`config.mk`:
```
export PLATFORM = sky130hd
export DESIGN_NAME = cross_arb
export DESIGN_NICKNAME = d
export VERILOG_FILES = /design/src/rtl/cross_arb_pkg.sv /design/src/rtl/cross_arb_mul.sv /design/src/rtl/cross_arb.sv
export SDC_FILE = /design/constraint.sdc
export NUM_CORES = 1
export LEC_CHECK = 0
export BUFFER_PORTS_ARGS = -buffer_cell sky130_fd_sc_hd__buf_2
export CAP_MARGIN = 10
export CELL_PAD_IN_SITES_DETAIL_PLACEMENT = 1
export CELL_PAD_IN_SITES_GLOBAL_PLACEMENT = 1
export CORE_MARGIN = 2
export CORE_UTILIZATION = 30
export CTS_CLUSTER_DIAMETER = 30
export DETAILED_ROUTE_END_ITERATION = 16
export PLACE_DENSITY = 0.57
export SYNTH_ARGS = -nofsm -noshare
export SYNTH_HDL_FRONTEND = slang
export SYNTH_SLANG_ARGS = --single-unit
export TNS_END_PERCENT = 1
```
`constraint.sdc`:
```
create_clock -name clk -period 7.4 [get_ports clk]
set_clock_uncertainty 0.1 [all_clocks]
set_input_delay 0.74 -clock clk [delete_from_list [all_inputs] [get_ports clk]]
set_output_delay 0.74 -clock clk [all_outputs]
set_load 0.03 [all_outputs]
```
`src/rtl/cross_arb_pkg.sv`:
```
// Shared defaults, derived widths and reset constants for the cross_arb slice.
// Build option: define CROSS_ARB_STALL_EN to enable result back-pressure.
package cross_arb_pkg;

    localparam int NREQ_DEF   = 4;
    localparam int W_DEF      = 11;
    localparam int ID_W_DEF   = $clog2(NREQ_DEF);
    localparam int PROD_W_DEF = 2 * W_DEF;
    localparam int RES_W_DEF  = 2 * W_DEF + 1;

    localparam logic        RST_VLD  = 1'b0;
    localparam logic        RST_POS  = 1'b0;
    localparam logic [15:0] RST_CNT  = 16'h0000;
    localparam logic [15:0] TXN_MAX  = 16'hFFFF;

    function automatic int prod_w(input int w);
        return 2 * w;
    endfunction

    function automatic int res_w(input int w);
        return 2 * w + 1;
    endfunction

endpackage

```
`src/rtl/cross_arb_mul.sv`:
```
// Two-stage signed cross-product pipeline (ax*by - ay*bx) with a global enable.
// Build option: none here; the enable is driven low by cross_arb under CROSS_ARB_STALL_EN.
module cross_mul
    import cross_arb_pkg::*;
#(
    parameter int W    = W_DEF,
    parameter int ID_W = ID_W_DEF
) (
    input  logic                   clk,
    input  logic                   reset,
    input  logic                   en,
    input  logic                   in_vld,
    input  logic [ID_W-1:0]        in_id,
    input  logic signed [W-1:0]    ax,
    input  logic signed [W-1:0]    ay,
    input  logic signed [W-1:0]    bx,
    input  logic signed [W-1:0]    by,
    output logic                   vld_p2,
    output logic [ID_W-1:0]        id_p2,
    output logic signed [2*W:0]    val_p2,
    output logic                   pos_p2
);

    localparam int PROD_W = prod_w(W);
    localparam int RES_W  = res_w(W);

    logic signed [PROD_W-1:0] ax_e, ay_e, bx_e, by_e;
    logic signed [PROD_W-1:0] axby_p1, aybx_p1;
    logic [ID_W-1:0]          id_p1;
    logic                     vld_p1;
    logic signed [RES_W-1:0]  diff;

    assign ax_e = PROD_W'(ax);
    assign ay_e = PROD_W'(ay);
    assign bx_e = PROD_W'(bx);
    assign by_e = PROD_W'(by);

    // Stage 1: both partial products at full 2W precision
    always_ff @(posedge clk or negedge reset) begin
        if (!reset) begin
            vld_p1 <= RST_VLD;
        end else if (en) begin
            vld_p1 <= in_vld;
        end
    end

    always_ff @(posedge clk) begin
        if (en && in_vld) begin
            axby_p1 <= ax_e * by_e;
            aybx_p1 <= ay_e * bx_e;
            id_p1   <= in_id;
        end
    end

    assign diff = RES_W'(axby_p1) - RES_W'(aybx_p1);

    // Stage 2: difference, sign flag and owner id; held between strobes
    always_ff @(posedge clk or negedge reset) begin
        if (!reset) begin
            vld_p2 <= RST_VLD;
            id_p2  <= '0;
            val_p2 <= '0;
            pos_p2 <= RST_POS;
        end else if (en) begin
            vld_p2 <= vld_p1;
            if (vld_p1) begin
                id_p2  <= id_p1;
                val_p2 <= diff;
                pos_p2 <= !diff[RES_W-1] && (|diff);
            end
        end
    end

endmodule

```
`src/rtl/cross_arb.sv`:
```
// Round-robin arbiter feeding a shared signed cross-product pipeline.
// Build option: define CROSS_ARB_STALL_EN to let res_ready stall the pipeline and grants.
module cross_arb
    import cross_arb_pkg::*;
#(
    parameter int NREQ = NREQ_DEF,
    parameter int W    = W_DEF
) (
    input  logic                        clk,
    input  logic                        reset,
    input  logic [NREQ-1:0]             req,
    input  logic [NREQ*W-1:0]           op_ax,
    input  logic [NREQ*W-1:0]           op_ay,
    input  logic [NREQ*W-1:0]           op_bx,
    input  logic [NREQ*W-1:0]           op_by,
    output logic [NREQ-1:0]             gnt,
    output logic                        res_valid,
    output logic [$clog2(NREQ)-1:0]     res_id,
    output logic signed [2*W:0]         res_val,
    output logic                        res_pos,
    input  logic                        res_ready,
    output logic [15:0]                 txn_cnt
);

    localparam int ID_W = $clog2(NREQ);

    logic [ID_W-1:0]     rr_ptr;
    logic [ID_W-1:0]     gnt_idx;
    logic                gnt_any;
    logic                stall;
    logic                en;
    int                  idx;
    logic signed [W-1:0] ax_sel, ay_sel, bx_sel, by_sel;

`ifdef CROSS_ARB_STALL_EN
    assign stall = res_valid & ~res_ready;
`else
    logic unused_ready;
    assign unused_ready = res_ready;
    assign stall        = 1'b0;
`endif

    assign en = ~stall;

    // Search starts at rr_ptr and wraps; a stall suppresses every grant
    always_comb begin
        gnt     = '0;
        gnt_idx = '0;
        gnt_any = 1'b0;
        idx     = 0;
        for (int k = 0; k < NREQ; k++) begin
            idx = int'(rr_ptr) + k;
            if (idx >= NREQ) begin
                idx = idx - NREQ;
            end
            if (!gnt_any && !stall && req[idx]) begin
                gnt_any = 1'b1;
                gnt_idx = ID_W'(idx);
            end
        end
        if (gnt_any) begin
            gnt[gnt_idx] = 1'b1;
        end
    end

    always_comb begin
        ax_sel = op_ax[int'(gnt_idx)*W +: W];
        ay_sel = op_ay[int'(gnt_idx)*W +: W];
        bx_sel = op_bx[int'(gnt_idx)*W +: W];
        by_sel = op_by[int'(gnt_idx)*W +: W];
    end

    always_ff @(posedge clk or negedge reset) begin
        if (!reset) begin
            rr_ptr  <= '0;
            txn_cnt <= RST_CNT;
        end else if (gnt_any) begin
            rr_ptr <= (int'(gnt_idx) == NREQ - 1) ? '0 : gnt_idx + ID_W'(1);
            if (txn_cnt != TXN_MAX) begin
                txn_cnt <= txn_cnt + 16'd1;
            end
        end
    end

    cross_mul #(
        .W    (W),
        .ID_W (ID_W)
    ) u_mul (
        .clk    (clk),
        .reset  (reset),
        .en     (en),
        .in_vld (gnt_any),
        .in_id  (gnt_idx),
        .ax     (ax_sel),
        .ay     (ay_sel),
        .bx     (bx_sel),
        .by     (by_sel),
        .vld_p2 (res_valid),
        .id_p2  (res_id),
        .val_p2 (res_val),
        .pos_p2 (res_pos)
    );

endmodule

```
======== After elaboration in Yosys (flattened, before gate mapping) ========
Index checks and enable logic that the tools add are counted.
cells by class
  multiplexer cells ....................... 28
  reduce and logical (&&, ||, !) cells .... 11
  shift operators ......................... 4
  multiply operators ...................... 3
  $lt $le $gt $ge ......................... 10
  equal/unequal tests ..................... 2
  add/subtract/negate cells ............... 10
operators by type and width
  cell                     number
  $shiftx A44 B7 Y11       4
  $lt A32 B4 Y1 const B    4
  $mux W32                 4
  $mul A11 B11 Y22         2
  $reduce_or A23 Y1        1
  $sub A22 B22 Y23         1
  $add A16 B1 Y16 const B  1
  $ne A16 B16 Y1 const B   1
  $mux W1                  13
  $sub A3 B3 Y4 const B    3
  $mux W2                  5
  $ge A3 B3 Y1 const B     3
  $bmux W1 S2              4
  $add A2 B2 Y3 const B    2
  $mul A2 B4 Y6 const B    1
  $logic_and A1 B1 Y1      5
  $logic_not A1 Y1         4
  $mux W4                  1
  $sub A2 B3 Y4 const B    1
  $add A2 B1 Y3 const B    1
  $ge A2 B3 Y1 const B     1
  $lt A2 B3 Y1 const B     1
  $add A2 B1 Y2 const B    1
  $demux W1 S2             1
  other kinds (3)          3
word-level totals
  bits in registers ....................... 92
  output and inout bits ................... 47
  logic and storage cells ................. 78

======== Logic depth before layout (Yosys ltp) ========
Gate-level depths: netlist of the first run.
  depth in word-level cells ............... 20
  mapped depth ............................ 30
  mapped depth without buffers ............ 28

======== By module ========
A second synthesis of the first run with hierarchy kept.
second synthesis, totals
  cells, all modules ...................... 1647
  area total of the unflattened synthesis .. 15562.4 µm²
by module, submodules not included
  module     instances  sequential area each (µm²)  area an instance (µm²)  cells an instance
  cross_mul  1          2082.0                      13173.9                 1408
  cross_arb  1          450.4                       2388.5                  239

======== Worst setup path after synthesis of the first run ========
No wires, ideal clock.
  path kind ............................... in2reg
  from .................................... in req[0]
  to ...................................... reg u_mul.aybx_p1[21], data pin
  library setup time ...................... 0.260 ns
  arrival ................................. 6.637 ns
  required time ........................... 7.040 ns
  cell stages on the path ................. 28
  path slack .............................. 0.403 ns
  path buffers ............................ 3
  cells stage by stage .................... nor2b_1 -> a21oi_1 -> nor2_1 -> a211oi_4 -> buf_6 -> buf_4 -> mux2i_1 -> nand2_1 -> and2_1 -> clkbuf_1 -> nand2_1 -> fa_1 -> fa_1 -> fa_1 -> inv_1 -> fa_1 -> inv_1 -> fa_1 -> inv_1 -> ha_1 -> nand2_1 -> nand2_1 -> a31oi_1 -> o2111ai_1 -> and3_1 -> or3_1 -> a21oi_1 -> xnor2_1
on the way
  cells in the longest elaborated chain, start to end .. 16
ends and longest elaborated chain
  element                                       line                              source
  start, declared                               cross_arb.sv:11                   input logic [NREQ-1:0] req,
  $bmux W1 S2                                   cross_arb.sv:56                   if (!gnt_any && !stall && req[idx]) begin
  $mux W1 (not written as such) (2 in a row)    cross_arb.sv:56
  $mux W1                                       cross_arb.sv:56
  $logic_not A1 Y1                              cross_arb.sv:56
  $logic_and A1 B1 Y1                           cross_arb.sv:56
  $mux W1                                       cross_arb.sv:56
  $logic_not A1 Y1                              cross_arb.sv:56
  $logic_and A1 B1 Y1                           cross_arb.sv:56
  $mux W1                                       cross_arb.sv:56
  $logic_not A1 Y1                              cross_arb.sv:56
  $logic_and A1 B1 Y1                           cross_arb.sv:56
  $mux W2 (*)                                   cross_arb.sv:56
  $mul A2 B4 Y6 (*)                             cross_arb.sv:68, cross_arb.sv:69
  $shiftx A44 B7 Y11, on equally long branches  cross_arb.sv:68, cross_arb.sv:69
  $mul A11 B11 Y22 (*)                          cross_arb_mul.sv:50               aybx_p1 <= ay_e * bx_e;
  end signal, assigned                          cross_arb_mul.sv:50
  end, declared                                 cross_arb_mul.sv:28               logic signed [PROD_W-1:0] axby_p1, aybx_p1;
Every way passes the cells marked *; elsewhere a longest branch is shown, timed or not. The select of a mux whose other input is x is not followed.
A chain may end at the register's enable or synchronous reset.

======== Worst setup path in the final report of the first run ========
Same ends and word-level chain as after synthesis.

==> flow_metrics.tcl, run 1 <==
set metrics [dict create \
    min_to "u_mul.val_p2[19]$_DFFE_PN0P_" \
    post_dp_cell_area_um2 18450 \
    synth_async_sr_flop_share 0.5000 \
    required_time_reported_for_the_critical_path_endpoint_ps 7390 \
    clock.fmax_mhz 141.5 \
    clock_tree.buffer_depth 2 \
    yosysUniqueCellTypes 74 \
    worst_setup_hold_path_clk_slew_ps 70 \
    grt_start_max_net_pins 50 \
    pin_count 230 \
    drv_slew 0 \
    critical_path.max_stage_delay_ps 560 \
    hold_viol 0 \
    setup-violations-final 0 \
    core_region_area_um2 52340 \
    initial_cell_density_of_the_core 0.3023 \
    postRouteAntennaNets 0 \
    outcome "complete, no violations" \
    max_slew.worst_pin.slew_ps 1074 \
    unrepaired_setup_endpoints_after_global_routing "true" \
    cap_violations 0 \
    critPathMaxFanout 19 \
    critical_path.most_common_cell "fa_1" \
    num_vias 12800 \
    synth_enable_flop_cells 46 \
    syn_nets 2346 \
    min_from "u_mul.val_p2[19]$_DFFE_PN0P_" \
    post_synth.cell_area_avg_um2 8.757 \
    floorplan.die.height_um 233.7 \
    gp_congestion 0.8380 \
    detailedRoute.firstIterationViolations 390 \
    vias_in_the_first_global_route 14230 \
    synth_seq_area_share 0.1600 \
    drt_drc_violations_left 0 \
    worstReg2RegEnd "u_mul.aybx_p1[21]$_DFFE_PP_" \
    netlist.top_cell.by_area "fa_1" \
    syn_inst 1807 \
    insertion_delay_ps 360 \
    cts_root_buffer "clkbuf_16" \
    cts_max_level 3 \
    cts.sink_count 92 \
    floorplan.die_area_um2 54600 \
    reg2reg_depth 27 \
    dr.pass1.iters 4 \
    min_period_over_period 0.9553 \
    timing.critical_path.from_type "input pin" \
    hold_path_class "flip-flop to flip-flop" \
    synth_top_flop_cell "edfxtp_1" \
    overflow 0 \
    placementRows 84 \
    worst_r2r_startpoint "rr_ptr[0]$_DFFE_PN0P_" \
    critical_path.startpoint "req[0]" \
    worst-r2r-setup-slack_ps 450 \
    first_pass_grt_wire_length_um 76780 \
    criticalPathCategory "input pin to flip-flop" \
    drt-wirelength-per-cell_um 16.87 \
    nNetsFinal 2636 \
    finish.instance_area_um2 18790 \
    min_path_cells 1 \
    route.final.wire_length_um 47050 \
    dp.final_hpwl_um 41600 \
    numPlacedInstances 2773 \
    via_density_per_instance 4.587 \
    worstSetupEndpointType "flip-flop" \
    n_antenna_cell 0 \
    yosys.area.top_type_share 0.2973 \
    cts_inserted_buffers 9 \
    critical-path-slowest-cell "fa_1" \
    yosys_warnings 0 \
    clock_tree_from_tritoncts "built" \
    slew_headroom 0.2838 \
    timing.critical_path.arrival_ps 7060 \
    synth.cell_area_um2 15820 \
    globalRouteTotalUtil 0.1796 \
    floorplan.die.width_um 233.7 \
    port_buffers 228 \
    worst_hold_slack_ps 375.4 \
    synth_seq_cells 92 \
    final_core_util 0.3589 \
    drive_gt1_frac 0.1998 \
    finalWorstPathRequiredPeriod_ps 7069 \
    flow.area_growth_from_synthesis_pct 18.72 \
    holdBufCountCts 0 \
    netlist_top_cells_area "fa_1 (30%), ha_1 (9.6%), edfxtp_1 (8.7%), inv_1 (8.6%), dfrtp_1 (7.3%)" \
    grt_antenna_before_repair 0 \
    finish.cell_count_without_fillers 2790 \
]
stage by stage:
stage	worst slack [ps]	TNS [ps]
final	330.6	0
after global routing	-21.21	-33.78
after CTS	256.5	0
after detailed placement	-130.8	-553.5
after global placement	-95.14	-178.0
after floorplan	403.5	0
layer usage:
metal  up-vias  part of all wire  track usage
met1      6262              0.48       0.2470
met5         -                 0            0
li1       6233                 -            -
met3        22             0.043      0.02075
met4         0            0.0088      0.02927
met2       281              0.47       0.3070
critical path: cells and delay by family:
family	cells	cell delay, ps
buffers and inverters	7	890
xor gates and xnor gates	1	130
and+or+nand+nor	8	1190
adders and majority gates	6	2950
AOI/OAI and AO/OA	6	1120
worst max path at each step:
stage / slack [ps] / to / cells past startpoint
detailed placement: -130 / u_mul.aybx_p1[21]$_DFFE_PP_ / 28
global route: -20 / u_mul.axby_p1[20]$_DFFE_PP_ / 30
CTS: 260 / u_mul.aybx_p1[21]$_DFFE_PP_ / 28
floorplan: 400 / u_mul.aybx_p1[21]$_DFFE_PP_ / 28
finish: 330 / u_mul.aybx_p1[21]$_DFFE_PP_ / 28
global placement: -100 / u_mul.aybx_p1[21]$_DFFE_PP_ / 28
final cells by class:
| class | instances | area [um^2] |
|---|---|---|
| fill | 6269 | 33550 |
| multi-input combinational | 1282 | 11600 |
| sequential | 92 | 2532 |
| timing repair buffer | 346 | 2102 |
| inverter | 366 | 1374 |
| tap | 688 | 860.8 |
| clock buffer | 9 | 225.2 |
| clock inverter | 7 | 92.59 |
kinds of logic (layout without fill, tap and decap cells):
| family | count (synthesis) | in the layout | share of synthesized area |
|---|---|---|---|
| compound gates | 184 | 184 | 0.08121 |
| xor+xnor | 64 | 64 | 0.03542 |
| fa+ha+maj | 356 | 356 | 0.3930 |
| buf+inv | 433 | 728 | 0.1086 |
| flops | 92 | 92 | 0.1600 |
| mux | 74 | 74 | 0.04887 |
| simple gates | 604 | 604 | 0.1729 |
timing repair:
action                     CTS  global route
setup buffers                0             1
setup endpoints to repair    0             7
gates resized for setup      0             5
registers in the layout (all words and copies together) (netlist names):
register	flops
rr_ptr	2
u_mul.id_p2	2
u_mul.pos_p2	1
u_mul.val_p2	23
u_mul.vld_p2	1
txn_cnt	16
u_mul.aybx_p1	22
u_mul.id_p1	2
u_mul.axby_p1	22
u_mul.vld_p1	1
cells in the final DEF, fill, tap and decap left out, types with 25 or more instances in the layout:
| cell | Yosys | final |
|---|---|---|
| a21oi_1 | 29 | 29 |
| and2_1 | 38 | 38 |
| buf_2 | 32 | 228 |
| buf_4 | 4 | 112 |
| dfrtp_1 | 46 | 46 |
| edfxtp_1 | 46 | 46 |
| fa_1 | 235 | 235 |
| ha_1 | 121 | 121 |
| inv_1 | 363 | 362 |
| mux2_2 | 26 | 26 |
| mux2i_1 | 48 | 48 |
| nand2_1 | 273 | 273 |
| nor2_1 | 144 | 144 |
| nor2b_1 | 26 | 26 |
| nor3_1 | 25 | 25 |
| o21ai_0 | 38 | 36 |
| xnor2_1 | 46 | 46 |
cells in the mapped netlist (4+ instances only):
| master | n |
|---|---|
| a21oi_1 | 29 |
| a211oi_1 | 10 |
| and2_1 | 38 |
| edfxtp_1 | 46 |
| nand2b_1 | 18 |
| buf_4 | 4 |
| o311ai_0 | 4 |
| o21bai_1 | 5 |
| a21o_1 | 19 |
| nor2b_1 | 26 |
| o21ai_1 | 6 |
| nand3b_1 | 6 |
| buf_2 | 32 |
| o21ai_0 | 38 |
| o21a_1 | 7 |
| mux2i_1 | 48 |
| dfrtp_1 | 46 |
| o2111ai_1 | 8 |
| or2_2 | 5 |
| buf_6 | 5 |
| a31oi_1 | 20 |
| fa_1 | 235 |
| xor2_1 | 18 |
| nor2_1 | 144 |
| nor3_1 | 25 |
| o211ai_1 | 7 |
| nor4_1 | 4 |
| xnor2_1 | 46 |
| nor3b_1 | 4 |
| inv_1 | 363 |
| and3_1 | 19 |
| mux2_2 | 26 |
| ha_1 | 121 |
| clkbuf_1 | 25 |
| nand3_1 | 19 |
| nand2_1 | 273 |
Power of run 1 is left out: the tool's default activity adds up to more than one toggle a clock period on the data nets, which glitch-free logic cannot reach.
==> run 2: changes to the inputs <==
==> constraint.sdc (replaced) <==
create_clock -name clk -period 7.4 [get_ports clk]
set_clock_uncertainty 0.1 [all_clocks]
set_input_delay 1.11 -clock clk [delete_from_list [all_inputs] [get_ports clk]]
set_output_delay 1.11 -clock clk [all_outputs]
set_load 0.03 [all_outputs]
==> run 2 against run 1 <==
Non-clock buffer count is 188 higher; die area stayed put; critical endpoint unchanged; highest routed layer unchanged; sequential share of layout area is 1.3 points lower; clock-buffer cell count stayed put; global-route usage is 0.32 points higher; flip-flop and latch count stayed put.
==> flow_metrics.tcl, run 2 (same netlist as run 1, synthesis figures left out) <==
set metrics [dict create \
    dr_wl_met3_um 2039 \
    initial_cell_density_of_the_core 0.3023 \
    hold_viol 0 \
    gp_congestion 0.8380 \
    cts_max_level 3 \
    vias_in_the_first_global_route 14840 \
    timing.critical_path.from_type "input pin" \
    pin_count 230 \
    grt_start_max_net_pins 50 \
    commonest_cells_after_routing_fill_and_taps_aside "inv_1 (350), buf_4 (280), nand2_1 (267), buf_2 (230), fa_1 (225)" \
    postRouteAntennaNets 0 \
    drive_gt1_frac 0.3061 \
    final_core_util 0.3978 \
    met1Wirelength_um 23330 \
    clock_tree.buffer_depth 2 \
    floorplan.die.width_um 233.7 \
    dp.final_hpwl_um 43860 \
    critPathMaxFanout 10 \
    dr_wl_met2_um 24070 \
    clock.fmax_mhz 138.1 \
    registers.top_by_ff_count "u_mul.val_p2" \
    flow.area_growth_from_synthesis_pct 31.58 \
    detailedRoute.firstIterationViolations 364 \
    criticalPathCategory "input pin to flip-flop" \
    cts.sink_count 92 \
    finalWorstPathRequiredPeriod_ps 7243 \
    worst_setup_hold_path_clk_slew_ps 80 \
    drv_slew 0 \
    setup-violations-final 0 \
    overflow 0 \
    num_vias 13690 \
    most_frequent_standard_cell_in_the_layout_excluding_fill_and_tap_cells "inv_1" \
    finish.cell_count_without_fillers 2978 \
    placementRows 84 \
    layout_top_registers "u_mul.val_p2 (23), u_mul.axby_p1 (22), u_mul.aybx_p1 (22)" \
    fillerInstances 6267 \
    dr.pass1.iters 5 \
    hold_path_class "flip-flop to flip-flop" \
    n_antenna_cell 0 \
    top_layer_used "met4" \
    cts_root_buffer "clkbuf_16" \
    port_buffers 228 \
    route.final.wire_length_um 50290 \
    required_time_reported_for_the_critical_path_endpoint_ps 7410 \
    numPlacedInstances 2932 \
    via_density_per_instance 4.596 \
    drt-wirelength-per-cell_um 16.89 \
    unrepaired_setup_endpoints_after_global_routing "true" \
    worst_hold_slack_ps 373.6 \
    floorplan.die.height_um 233.7 \
    insertion_delay_ps 360 \
    floorplan.die_area_um2 54600 \
    outcome "complete, no violations" \
    final-seq-area_um2 2532 \
    first_pass_grt_wire_length_um 78350 \
    globalRouteTotalUtil 0.1828 \
    grt_antenna_before_repair 2 \
    largest_register_ffs 23 \
    timing.critical_path.arrival_ps 7260 \
    drt_drc_violations_left 0 \
    nNetsFinal 2824 \
    cts_inserted_buffers 9 \
    max_slew.worst_pin.slew_ps 1088 \
    holdBufCountCts 0 \
    cap_violations 0 \
    min_period_over_period 0.9788 \
    core_region_area_um2 52340 \
    slew_headroom 0.2748 \
    multi_input_area_um2 12110 \
    worstSetupEndpointType "flip-flop" \
    clock_tree_from_tritoncts "built" \
]
## run 2: cell types whose count changed in the layout (fill, tap and decap cells not counted), sizes merged
cell,delta
clkdlybuf4s15,+1
bufinv,-1
buf,+186
clkinvlp,+1
clkbuf,+1
## run 2: per-layer routing
layer | vias to the layer above | track usage
li1 | 6610 | -
met1 | 6716 | 0.2486
met2 | 323 | 0.3141
met3 | 38 | 0.01709
met4 | 0 | 0.03995
met5 | - | 0
## run 2: repair_timing
action                                  in CTS  in global routing
pin swaps                                    2                 53
buffers inserted                             1                 26
gates resized for setup                      7                138
endpoints found under the setup margin       7                 13
gates cloned                                 0                  3
## run 2: metrics by stage
| step | TNS, ps | cell area [um^2] | setup WS [ps] |
|---|---|---|---|
| floorplan | 0 | 15820 | 33.46 |
| global placement | -3681 | 19680 | -457.4 |
| detailed placement | -5540 | 19680 | -590.4 |
| CTS | -4.101 | 20010 | -4.101 |
| global route | -121.9 | 20820 | -64.85 |
| finish | 0 | 20820 | 156.6 |
## run 2: layout make-up
type	instances	area share
inverters	366	0.06628
clock buffers	9	0.01082
flip-flops and latches	92	0.1216
repair buffers	534	0.1749
well taps	688	0.04134
multi-input cells	1282	0.5814
clock inverters	7	0.003666
## run 2: path summary, 6_finish.rpt
| kind | cells after the start | start | slack [ps] | endpoint |
|---|---|---|---|---|
| worst min register to register | 1 | u_mul.val_p2[19]$_DFFE_PN0P_ | 370 | u_mul.val_p2[19]$_DFFE_PN0P_ |
| worst max register to register | 27 | rr_ptr[0]$_DFFE_PN0P_ | 610 | u_mul.aybx_p1[21]$_DFFE_PP_ |
| max in group asynchronous | 1 | reset | 5670 | u_mul.val_p2[11]$_DFFE_PN0P_ |
| worst max-delay path | 28 | req[0] | 160 | u_mul.aybx_p1[21]$_DFFE_PP_ |
| worst min-delay path | 1 | u_mul.val_p2[19]$_DFFE_PN0P_ | 370 | u_mul.val_p2[19]$_DFFE_PN0P_ |
| min in group asynchronous | 1 | reset | 860 | txn_cnt[8]$_DFFE_PN0P_ |
## run 2: critical path: stages
cell      delay (ps)
buf_2            130
nor2b_4          130
a21oi_2          130
nor2_2            60
a211oi_4         310
buf_12           180
buf_4            140
buf_6            160
mux2_2           380
o21ai_4          180
buf_4            200
nor2_1            80
fa_1             530
inv_1             50
fa_1             510
inv_1             50
fa_1             450
fa_1             490
inv_1             50
fa_1             480
inv_1             40
ha_1             310
a21o_1           170
a21oi_1          220
o22ai_1          110
or3_4            340
a21oi_4          140
xnor2_2           80
Power of run 2 is left out for the same reason.
==> run 3: changes to the inputs <==
--- a/config.mk
+++ b/config.mk
@@ -13,7 +13,7 @@
 export CORE_UTILIZATION = 30
 export CTS_CLUSTER_DIAMETER = 30
 export DETAILED_ROUTE_END_ITERATION = 16
-export PLACE_DENSITY = 0.57
+export PLACE_DENSITY = 0.55
 export SYNTH_ARGS = -nofsm -noshare
 export SYNTH_HDL_FRONTEND = slang
 export SYNTH_SLANG_ARGS = --single-unit
==> run 3 against run 2 <==
Flip-flop and latch count stayed put; global-route usage is 0.23 points lower; wire length fell by 4.7%; hold slack better by 2.2 ps; design area fell by 2.2%; core utilization decreased by 0.86 points; die area unchanged; non-clock buffer count down 33; clock-buffer cell count is the same; sequential share of layout area is 0.27 points higher; cell count fell by 1.1%; worst setup slack worse by 71 ps.
==> flow_metrics.tcl, run 3 (same netlist as run 1, synthesis figures left out) <==
set metrics [dict create \
    cts_max_level 3 \
    registers.top_by_ff_count "u_mul.val_p2" \
    initial_cell_density_of_the_core 0.3023 \
    gp_congestion 0.8167 \
    placementRows 84 \
    critical_path.most_common_cell "fa_1" \
    floorplan.die.height_um 233.7 \
    cap_violations 0 \
    flow.area_growth_from_synthesis_pct 28.75 \
    drt_drc_violations_left 0 \
    setup-violations-final 0 \
    unrepaired_setup_endpoints_after_global_routing "true" \
    num_vias 13260 \
    n_antenna_cell 0 \
    drt-wirelength-per-cell_um 16.28 \
    worst_path_dominant_cell_family "adder cells" \
    drive_gt1_frac 0.2778 \
    critical-path-slowest-cell "fa_1" \
    min_period_over_period 0.9884 \
    worst_r2r_startpoint "rr_ptr[1]$_DFFE_PN0P_" \
    overflow 0 \
    timing.critical_path.arrival_ps 7300 \
    clock_tree.buffer_depth 2 \
    cts.sink_count 92 \
    criticalPathCategory "input pin to flip-flop" \
    dp.final_hpwl_um 43040 \
    first_pass_grt_wire_length_um 77630 \
    floorplan.die_area_um2 54600 \
    finish.cell_count_without_fillers 2945 \
    critical_path.max_stage_delay_ps 560 \
    cts_inserted_buffers 9 \
    largest_register_ffs 23 \
    holdBufCountCts 0 \
    max_slew.worst_pin.slew_ps 1047 \
    worst_setup_hold_path_clk_slew_ps 70 \
    worst_hold_slack_ps 375.7 \
    dr.pass1.iters 4 \
    timing.critical_path.from_type "input pin" \
    floorplan.die.width_um 233.7 \
    grt_start_max_net_pins 50 \
    port_buffers 228 \
    cts_root_buffer "clkbuf_16" \
    most_frequent_standard_cell_in_the_layout_excluding_fill_and_tap_cells "inv_1" \
    drv_slew 0 \
    route.final.wire_length_um 47950 \
    fillerInstances 6302 \
    finalWorstPathRequiredPeriod_ps 7314 \
    cp-endpoint "u_mul.aybx_p1[21]$_DFFE_PP_" \
    layout_setup_ws_ps 85.57 \
    hold_path_class "flip-flop to flip-flop" \
    slew_headroom 0.3018 \
    worst-r2r-setup-slack_ps 430 \
    min_from "u_mul.val_p2[19]$_DFFE_PN0P_" \
    grt_antenna_before_repair 1 \
    reg2reg_depth 27 \
    insertion_delay_ps 350 \
    core_region_area_um2 52340 \
    numPlacedInstances 2914 \
    nNetsFinal 2791 \
    worstReg2RegEnd "u_mul.aybx_p1[21]$_DFFE_PP_" \
    vias_in_the_first_global_route 14650 \
    clock_tree_from_tritoncts "built" \
    critPathMaxFanout 7 \
    pin_count 230 \
    via_density_per_instance 4.501 \
    place_ws_ps -509.5 \
    clock.fmax_mhz 136.7 \
    commonest_cells_after_routing_fill_and_taps_aside "inv_1 (359), nand2_1 (270), buf_4 (253), fa_1 (228), buf_2 (228)" \
    critical_path.startpoint "req[0]" \
    min_path_cells 1 \
    worstPathBufferInverterCount 8 \
    layout_top_registers "u_mul.val_p2 (23), u_mul.axby_p1 (22), u_mul.aybx_p1 (22)" \
    globalRouteTotalUtil 0.1805 \
    postRouteAntennaNets 0 \
    required_time_reported_for_the_critical_path_endpoint_ps 7380 \
    cp.depth 29 \
    hold_viol 0 \
    detailedRoute.firstIterationViolations 362 \
    worstSetupEndpointType "flip-flop" \
    outcome "complete, no violations" \
]
## run 3: changes by cell type in the layout (fill, tap and decap cells not counted), moves of 4 or more
cell     delta
inv_2       -8
ha_1        +5
o21ai_0     +4
a21oi_2     +4
inv_1       +9
a31oi_1     +4
o21ai_1     -4
mux2i_1     +7
mux2i_2     -7
buf_4      -27
## run 3: timing repair
item | in CTS | in global routing
setup buffers | 0 | 13
pin swaps | 2 | 22
setup endpoints to repair | 9 | 16
gates cloned | 1 | 1
resized for setup | 7 | 73
## run 3: worst min path at each step
stage	end	slack (ps)
finish	u_mul.val_p2[19]$_DFFE_PN0P_	380
global route	u_mul.val_p2[7]$_DFFE_PN0P_	400
CTS	u_mul.val_p2[19]$_DFFE_PN0P_	380
detailed placement	u_mul.val_p2[19]$_DFFE_PN0P_	370
global placement	txn_cnt[9]$_DFFE_PN0P_	370
floorplan	u_mul.vld_p2$_DFF_PN0_	340
## run 3: final cells by class
class	count	area, um^2	area share
Timing Repair Buffer	501	3367	0.1653
Tap cell	688	860.8	0.04225
Inverter	366	1378	0.06762
Multi-Input combinational cell	1282	11890	0.5835
Clock inverter	7	122.6	0.006019
Sequential cell	92	2532	0.1243
Clock buffer	9	225.2	0.01105
## run 3: per-stage QoR
stage               area, um^2  utilization  setup TNS [ps]
global placement         19550       0.3734           -3434
finish                   20370       0.3892               0
detailed placement       19550       0.3734           -5068
global route             20370       0.3892          -263.5
CTS                      19930       0.3807               0
floorplan                15820            -               0
## run 3: layer usage
layer | track usage | routed length, um | vias to the layer above | share of wire
met3 | 0.02332 | 2291 | 22 | 0.048
met1 | 0.2464 | 22640 | 6404 | 0.47
met4 | 0.02551 | 382 | 0 | 0.0080
met2 | 0.3107 | 22640 | 282 | 0.47
li1 | - | - | 6547 | -
met5 | 0 | 0 | - | 0
Power of run 3 is left out for the same reason.
